File: config.mk
export PLATFORM = sky130hd
export DESIGN_NAME = sdram_burst_arbiter
export DESIGN_NICKNAME = d
export VERILOG_FILES = /design/src/rtl/sdram_arb_pkg.sv /design/src/rtl/burst_watchdog.sv /design/src/rtl/sdram_burst_arbiter.sv
export SDC_FILE = /design/constraint.sdc
export NUM_CORES = 1
export LEC_CHECK = 0
export ABC_AREA = 1
export CAP_MARGIN = 20
export CELL_PAD_IN_SITES_DETAIL_PLACEMENT = 2
export CELL_PAD_IN_SITES_GLOBAL_PLACEMENT = 2
export CORE_ASPECT_RATIO = 0.5
export CORE_UTILIZATION = 21
export CTS_CLUSTER_SIZE = 12
export DETAILED_ROUTE_END_ITERATION = 10
export GPL_TIMING_DRIVEN = 0
export PLACE_DENSITY = 0.95
export SLEW_MARGIN = 10
export SYNTH_ARGS = -nofsm -noshare
export SYNTH_HDL_FRONTEND = slang
export SYNTH_SLANG_ARGS = --single-unit
File: constraint.sdc
create_clock -name mem_clk -period 3.1 [get_ports mem_clk]
set_input_delay 0.465 -clock mem_clk [delete_from_list [all_inputs] [get_ports mem_clk]]
set_output_delay 0.465 -clock mem_clk [all_outputs]
set_load 0.03 [all_outputs]
File: src/rtl/sdram_arb_pkg.sv
// Shared definitions for the SDRAM burst arbiter and its helpers.
// Latency: n/a (types and constants only).
// Backpressure: n/a.
package sdram_arb_pkg;

  // Arbiter FSM encoding
  typedef enum logic [1:0] {
    IDLE    = 2'd0,
    GNT_WR  = 2'd1,
    GNT_RD  = 2'd2,
    RELEASE = 2'd3
  } arb_state_e;

  // Client indices, used for the round-robin last-grant memory
  localparam logic CLIENT_WR = 1'b0;
  localparam logic CLIENT_RD = 1'b1;

  // Cycles a burst may hold the controller before it is forcibly released
  localparam int DEFAULT_TIMEOUT_CYCLES = 4095;

endpackage

File: src/rtl/burst_watchdog.sv
// Saturating cycle counter that flags when a granted burst has run for LIMIT cycles.
// Latency: expire is combinational in the LIMIT-th enabled cycle after a clear.
// Backpressure: none; clr dominates en, counter holds at LIMIT once saturated.
module burst_watchdog #(
  parameter int LIMIT = 4095
) (
  input  logic mem_clk,
  input  logic rst_n,
  input  logic clr,
  input  logic en,
  output logic expire
);

  localparam int CW = $clog2(LIMIT + 1);
  localparam logic [CW-1:0] LAST = CW'(LIMIT - 1);
  localparam logic [CW-1:0] FULL = CW'(LIMIT);

  logic [CW-1:0] count_q;

  // Count enabled cycles since the last clear, saturating at LIMIT
  always_ff @(posedge mem_clk or negedge rst_n) begin
    if (!rst_n) begin
      count_q <= '0;
    end else if (clr) begin
      count_q <= '0;
    end else if (en && (count_q != FULL)) begin
      count_q <= count_q + CW'(1);
    end
  end

  // count_q holds the number of enabled cycles already completed, so the
  // current cycle is the LIMIT-th one when count_q has reached LIMIT-1
  assign expire = en && !clr && (count_q >= LAST);

endmodule

File: src/rtl/sdram_burst_arbiter.sv
// Round-robin arbiter sharing one SDRAM controller user port between a write and a read burst client.
// Latency: controller req rises one cycle after the client request is sampled in IDLE; one RELEASE cycle between bursts.
// Backpressure: client requests are level and wait in IDLE; a hung burst is dropped by the watchdog after TIMEOUT_CYCLES.
module sdram_burst_arbiter
  import sdram_arb_pkg::*;
#(
  parameter int MEM_DATA_BITS  = 32,
  parameter int ADDR_BITS      = 23,
  parameter int BURST_BITS     = 10,
  parameter int TIMEOUT_CYCLES = DEFAULT_TIMEOUT_CYCLES
) (
  input  logic                     mem_clk,
  input  logic                     rst_n,
  // write client
  input  logic                     c_wr_burst_req,
  input  logic [BURST_BITS-1:0]    c_wr_burst_len,
  input  logic [ADDR_BITS-1:0]     c_wr_burst_addr,
  input  logic [MEM_DATA_BITS-1:0] c_wr_burst_data,
  output logic                     c_wr_burst_data_req,
  output logic                     c_wr_burst_finish,
  // read client
  input  logic                     c_rd_burst_req,
  input  logic [BURST_BITS-1:0]    c_rd_burst_len,
  input  logic [ADDR_BITS-1:0]     c_rd_burst_addr,
  output logic                     c_rd_burst_data_valid,
  output logic [MEM_DATA_BITS-1:0] c_rd_burst_data,
  output logic                     c_rd_burst_finish,
  // controller write port
  output logic                     wr_burst_req,
  output logic [BURST_BITS-1:0]    wr_burst_len,
  output logic [ADDR_BITS-1:0]     wr_burst_addr,
  output logic [MEM_DATA_BITS-1:0] wr_burst_data,
  input  logic                     wr_burst_data_req,
  input  logic                     wr_burst_finish,
  // controller read port
  output logic                     rd_burst_req,
  output logic [BURST_BITS-1:0]    rd_burst_len,
  output logic [ADDR_BITS-1:0]     rd_burst_addr,
  input  logic                     rd_burst_data_valid,
  input  logic [MEM_DATA_BITS-1:0] rd_burst_data,
  input  logic                     rd_burst_finish,
  // status
  output logic                     grant_wr,
  output logic                     grant_rd,
  output logic                     arb_timeout,
  output logic                     arb_err
);

  arb_state_e state_q, state_d;

  logic                  last_grant_q;
  logic                  zero_len_q;
  logic                  arb_err_q;
  logic                  wr_req_q, rd_req_q;
  logic [BURST_BITS-1:0] wr_len_q, rd_len_q;
  logic [ADDR_BITS-1:0]  wr_addr_q, rd_addr_q;

  logic pick_wr, pick_rd;
  logic in_gnt_wr, in_gnt_rd;
  logic wr_done, rd_done;
  logic wd_en, wd_clr, wd_expire;
  logic timeout_evt;

  burst_watchdog #(
    .LIMIT (TIMEOUT_CYCLES)
  ) u_watchdog (
    .mem_clk (mem_clk),
    .rst_n   (rst_n),
    .clr     (wd_clr),
    .en      (wd_en),
    .expire  (wd_expire)
  );

  // Arbitration and completion terms shared by the FSM and datapath
  always_comb begin
    pick_wr     = c_wr_burst_req && (!c_rd_burst_req || (last_grant_q == CLIENT_RD));
    pick_rd     = c_rd_burst_req && !pick_wr;
    in_gnt_wr   = (state_q == GNT_WR);
    in_gnt_rd   = (state_q == GNT_RD);
    // a zero-length burst completes in its first granted cycle
    wr_done     = in_gnt_wr && (wr_burst_finish || zero_len_q);
    rd_done     = in_gnt_rd && (rd_burst_finish || zero_len_q);
    wd_en       = in_gnt_wr || in_gnt_rd;
    wd_clr      = !wd_en;
    // a real completion in the expiry cycle takes precedence over the watchdog
    timeout_evt = wd_expire && !wr_done && !rd_done;
  end

  // FSM state register
  always_ff @(posedge mem_clk or negedge rst_n) begin
    if (!rst_n) begin
      state_q <= IDLE;
    end else begin
      state_q <= state_d;
    end
  end

  // FSM next-state logic
  always_comb begin
    state_d = state_q;
    case (state_q)
      IDLE: begin
        if (pick_wr) begin
          state_d = GNT_WR;
        end else if (pick_rd) begin
          state_d = GNT_RD;
        end
      end
      GNT_WR:  if (wr_done || wd_expire) state_d = RELEASE;
      GNT_RD:  if (rd_done || wd_expire) state_d = RELEASE;
      RELEASE: state_d = IDLE;
      default: state_d = IDLE;
    endcase
  end

  // FSM outputs: grants, gated finish pulses and watchdog status
  always_comb begin
    grant_wr          = in_gnt_wr;
    grant_rd          = in_gnt_rd;
    c_wr_burst_finish = in_gnt_wr && (wr_burst_finish || zero_len_q || wd_expire);
    c_rd_burst_finish = in_gnt_rd && (rd_burst_finish || zero_len_q || wd_expire);
    arb_timeout       = timeout_evt;
    arb_err           = arb_err_q;
  end

  // Latch the winner's burst descriptor at grant and retire controller requests
  always_ff @(posedge mem_clk or negedge rst_n) begin
    if (!rst_n) begin
      last_grant_q <= CLIENT_RD;
      zero_len_q   <= 1'b0;
      arb_err_q    <= 1'b0;
      wr_req_q     <= 1'b0;
      rd_req_q     <= 1'b0;
      wr_len_q     <= '0;
      rd_len_q     <= '0;
      wr_addr_q    <= '0;
      rd_addr_q    <= '0;
    end else begin
      arb_err_q <= arb_err_q || timeout_evt;
      case (state_q)
        IDLE: begin
          if (pick_wr) begin
            wr_len_q     <= c_wr_burst_len;
            wr_addr_q    <= c_wr_burst_addr;
            wr_req_q     <= (c_wr_burst_len != '0);
            zero_len_q   <= (c_wr_burst_len == '0);
            last_grant_q <= CLIENT_WR;
          end else if (pick_rd) begin
            rd_len_q     <= c_rd_burst_len;
            rd_addr_q    <= c_rd_burst_addr;
            rd_req_q     <= (c_rd_burst_len != '0);
            zero_len_q   <= (c_rd_burst_len == '0);
            last_grant_q <= CLIENT_RD;
          end
        end
        GNT_WR: begin
          zero_len_q <= 1'b0;
          if (wr_burst_data_req || wr_done || wd_expire) wr_req_q <= 1'b0;
        end
        GNT_RD: begin
          zero_len_q <= 1'b0;
          if (rd_burst_data_valid || rd_done || wd_expire) rd_req_q <= 1'b0;
        end
        default: begin
          zero_len_q <= 1'b0;
        end
      endcase
    end
  end

  // The controller sees the request dropped in the expiry cycle itself
  assign wr_burst_req  = wr_req_q && !wd_expire;
  assign rd_burst_req  = rd_req_q && !wd_expire;
  assign wr_burst_len  = wr_len_q;
  assign wr_burst_addr = wr_addr_q;
  assign rd_burst_len  = rd_len_q;
  assign rd_burst_addr = rd_addr_q;

  // Data path routing; strobes only reach the granted client
  assign wr_burst_data         = c_wr_burst_data;
  assign c_wr_burst_data_req   = wr_burst_data_req && grant_wr;
  assign c_rd_burst_data_valid = rd_burst_data_valid && grant_rd;
  assign c_rd_burst_data       = rd_burst_data;

endmodule

==> out/summary.txt <==
Clk_skew - 0.0140 ns
Sink Count - 85
VDD IR-drop max - 0.317 mV
First-pass GRT wire length - 26700 um
Clk pin slew, worst setup/hold paths - 0.07 ns
Hold WC Path Type - in2async
FILL cells - 2154
Drt drc - 0
Post-route ant nets - 0
Max clock buf depth - 2
Post-synth net total - 606
# setup viols final - 0
FF-to-FF End - rd_burst_addr[9]
Final HPWL DP - 14200 um
Critical R2R Launch - state_q[0]
Final nets - 831
Vias - 4073
Syn avg cell area - 9.15 um^2
Worst-Margin Slew - 0.635 ns
Clk_lat worst skew - 0.35 ns
Cts hold-fix bufs - 0
Power per cell area - 948 nW/um^2
Area delta synth->final - 67.0%
Sequential fraction of the synthesis area - 50.2%
Final WL - 18100 um
RSZ-0062 raised after global routing - no
Crit path launch type - flop
Synth cell types - 31
Max cap viols - 0
Cells on worst reg2reg path - 7
Power, Total - 6710 uW
Synth Cell Area - 4240 um^2
Gpl congestion - 0.796
Slowest stage delay, CP - 0.38 ns
Most common cell in the netlist - nand2_1
Ys flop type - dfrtp_1
Post-CTS setup buffers - 0
Initial antenna violation count - 0
Number of H-tree levels - 3
Asr flop ratio synth - 100%
Port Buf Inserts - 213
CTS Root Cell - clkbuf_16
Final instance area - 7080 um^2
Crit-path max FO - 8
Status - complete, no violations
CP max stage cell - dfrtp_1
Global Route Usage Sum - 17.1%
Synthesized flop and latch total - 85
Total CTS buffers - 9
Number of global-route vias before repair - 4642
EDFF count, synth - 0
CP Class - reg2out
IO Count - 278
Delay-heaviest family, CP - buffers and inverters
Drt pass-1 iters - 4
Period utilisation layout - 86.1%
Core box area - 19600 um^2
DP Area - 6730 um^2
Drt wl/cell - 18.8 um
Hold_ws - 0.0568 ns
Max Freq - 375 MHz
Worst path buffer plus inverter count - 2
Worst reg-to-reg setup slack - 1.18 ns
Die W - 203 um
Grt ovf - 0
Top post-synthesis cells by area - dfrtp_1 (50%), nand2_1 (13%), buf_4 (11%), mux2_4 (6.7%), inv_1 (3.0%)
Via/cell ratio - 4.24
Critical path arrival - 2.20 ns
FP Rows - 36
Leading area contributor after synthesis - dfrtp_1
Crit path time final - 2.67 ns
Final hold violation count - 0
CP Data Required Time - 2.63 ns
Mapped Cells - 463
CP Capture Type - output pin
First-iteration detailed-routing DRC count - 155
Worst path cell trace - inv_1, ha_1, o21ai_0, nor2_1, nand2_1, a21oi_1, dlymetal6s2s_1
Top post-synthesis cells by count - nand2_1 (151), dfrtp_1 (84), buf_4 (64)
Post-synth top area share - 49.6%
Layout cells sized above 1 - 17.2%
Starting density of the core - 21.6%
Slew Limit Headroom - 57.7%
Pleak - 0.00343 uW
Largest net degree at the start of global routing - 60
Full die area - 20800 um^2
Fin. max-slew vios - 0
Die Y - 102 um
Synth warn - 0
CTS tree - built
-- repair_timing --
action | in CTS | in global routing
endpoints found under the hold margin | 0 | 0
setup endpoints to repair | 0 | 5
resized for setup | 0 | 5
-- worst max-delay path by stage --
stage                                    to  slack (ns)  cells past startpoint       start
after floorplan           c_rd_burst_finish        1.09                      6  state_q[0]
after global placement    rd_burst_addr[15]       -1.86                      1       rst_n
after detailed placement        arb_timeout        0.32                      7  state_q[0]
after CTS                      wr_burst_req        0.03                      8  state_q[0]
after global routing            arb_timeout        0.24                      7  state_q[0]
final                     c_wr_burst_finish        0.43                      7  state_q[0]
-- area by class of cell --
cell class / instances / area [um^2] / share of cell area (%)
antenna: 1 / 2.50 / 0.0354
buffer: 75 / 542 / 7.66
clock buffer: 12 / 256 / 3.63
clock inverter: 4 / 77.6 / 1.10
inverter: 36 / 135 / 1.91
multi-input combinational: 267 / 1430 / 20.2
sequential: 85 / 2130 / 30.1
tap: 266 / 333 / 4.70
timing repair buffer: 214 / 2170 / 30.7
-- cell usage in the layout (no fill, tap or decap), types with 2 or more instances in the layout --
master	instances
buf_4	65
inv_1	34
clkdlybuf4s50_1	207
xor2_1	2
clkbuf_8	2
nand3_1	8
bufinv_16	2
nand4_1	8
ha_1	5
clkbuf_16	9
or2_2	2
nand2_1	151
o22ai_1	2
nor3_1	6
clkbuf_1	6
o21ai_0	21
a31oi_1	5
mux2_4	19
buf_2	4
mux2_2	4
a21oi_1	5
buf_6	2
dfrtp_1	84
nor2_1	21
dlymetal6s2s_1	5
-- sequential cells by signal (all words and copies together) (netlist names) --
register and flops:
wr_burst_len 10, rd_req_q 1, rd_burst_addr 23, rd_burst_len 10
wr_req_q 1, zero_len_q 1, state_q 2, last_grant_q 1
wr_burst_addr 23, arb_err 1, u_watchdog.count_q 12
-- logic make-up after synthesis --
| kind of cell | share of synthesized area [%] |
|---|---|
| AND/OR/NAND/NOR | 19.2 |
| buffers and inverters | 16.0 |
| flip-flops | 50.2 |
| AO/OA/AOI/OAI | 4.70 |
| multiplexers | 7.80 |
| adder cells (fa/ha/maj) | 1.48 |
| XOR/XNOR | 0.620 |
-- through the flow --
| step | setup TNS, ns | std cells | utilization [%] | setup slack (ns) |
|---|---|---|---|---|
| 2_1_floorplan | 0 | 463 | - | 1.09 |
| 3_3_place_gp | -156.61 | 942 | 34.2 | -1.86 |
| 3_5_place_dp | 0 | 943 | 34.3 | 0.316 |
| 4_1_cts | 0 | 959 | 36.0 | 0.0301 |
| 5_1_grt | 0 | 959 | 36.1 | 0.240 |
| 6_report | 0 | 960 | 36.1 | 0.432 |
-- worst register-to-register path, stage by stage, from the launching register on --
cell	delay, ns
dfrtp_1	0.40
inv_1	0.10
ha_1	0.31
inv_2	0.13
nor2_4	0.19
nand2_4	0.15
buf_6	0.20
mux2_4	0.32
-- where the power goes --
| group | switching (uW) | internal (uW) | total, uW |
|---|---|---|---|
| clock | 474 | 756 | 1230 |
| sequential | 326 | 1580 | 1910 |
| combinational | 2110 | 1460 | 3570 |
-- per-layer routing --
| metal | GRT usage, % | wire (um) | up-vias |
|---|---|---|---|
| met5 | 0 | 0 | - |
| met1 | 18.0 | 6660 | 2059 |
| met4 | 6.65 | 539 | 0 |
| met2 | 34.2 | 10300 | 127 |
| li1 | - | - | 1852 |
| met3 | 2.90 | 550 | 35 |
Power figures use the tool's default switching activity.
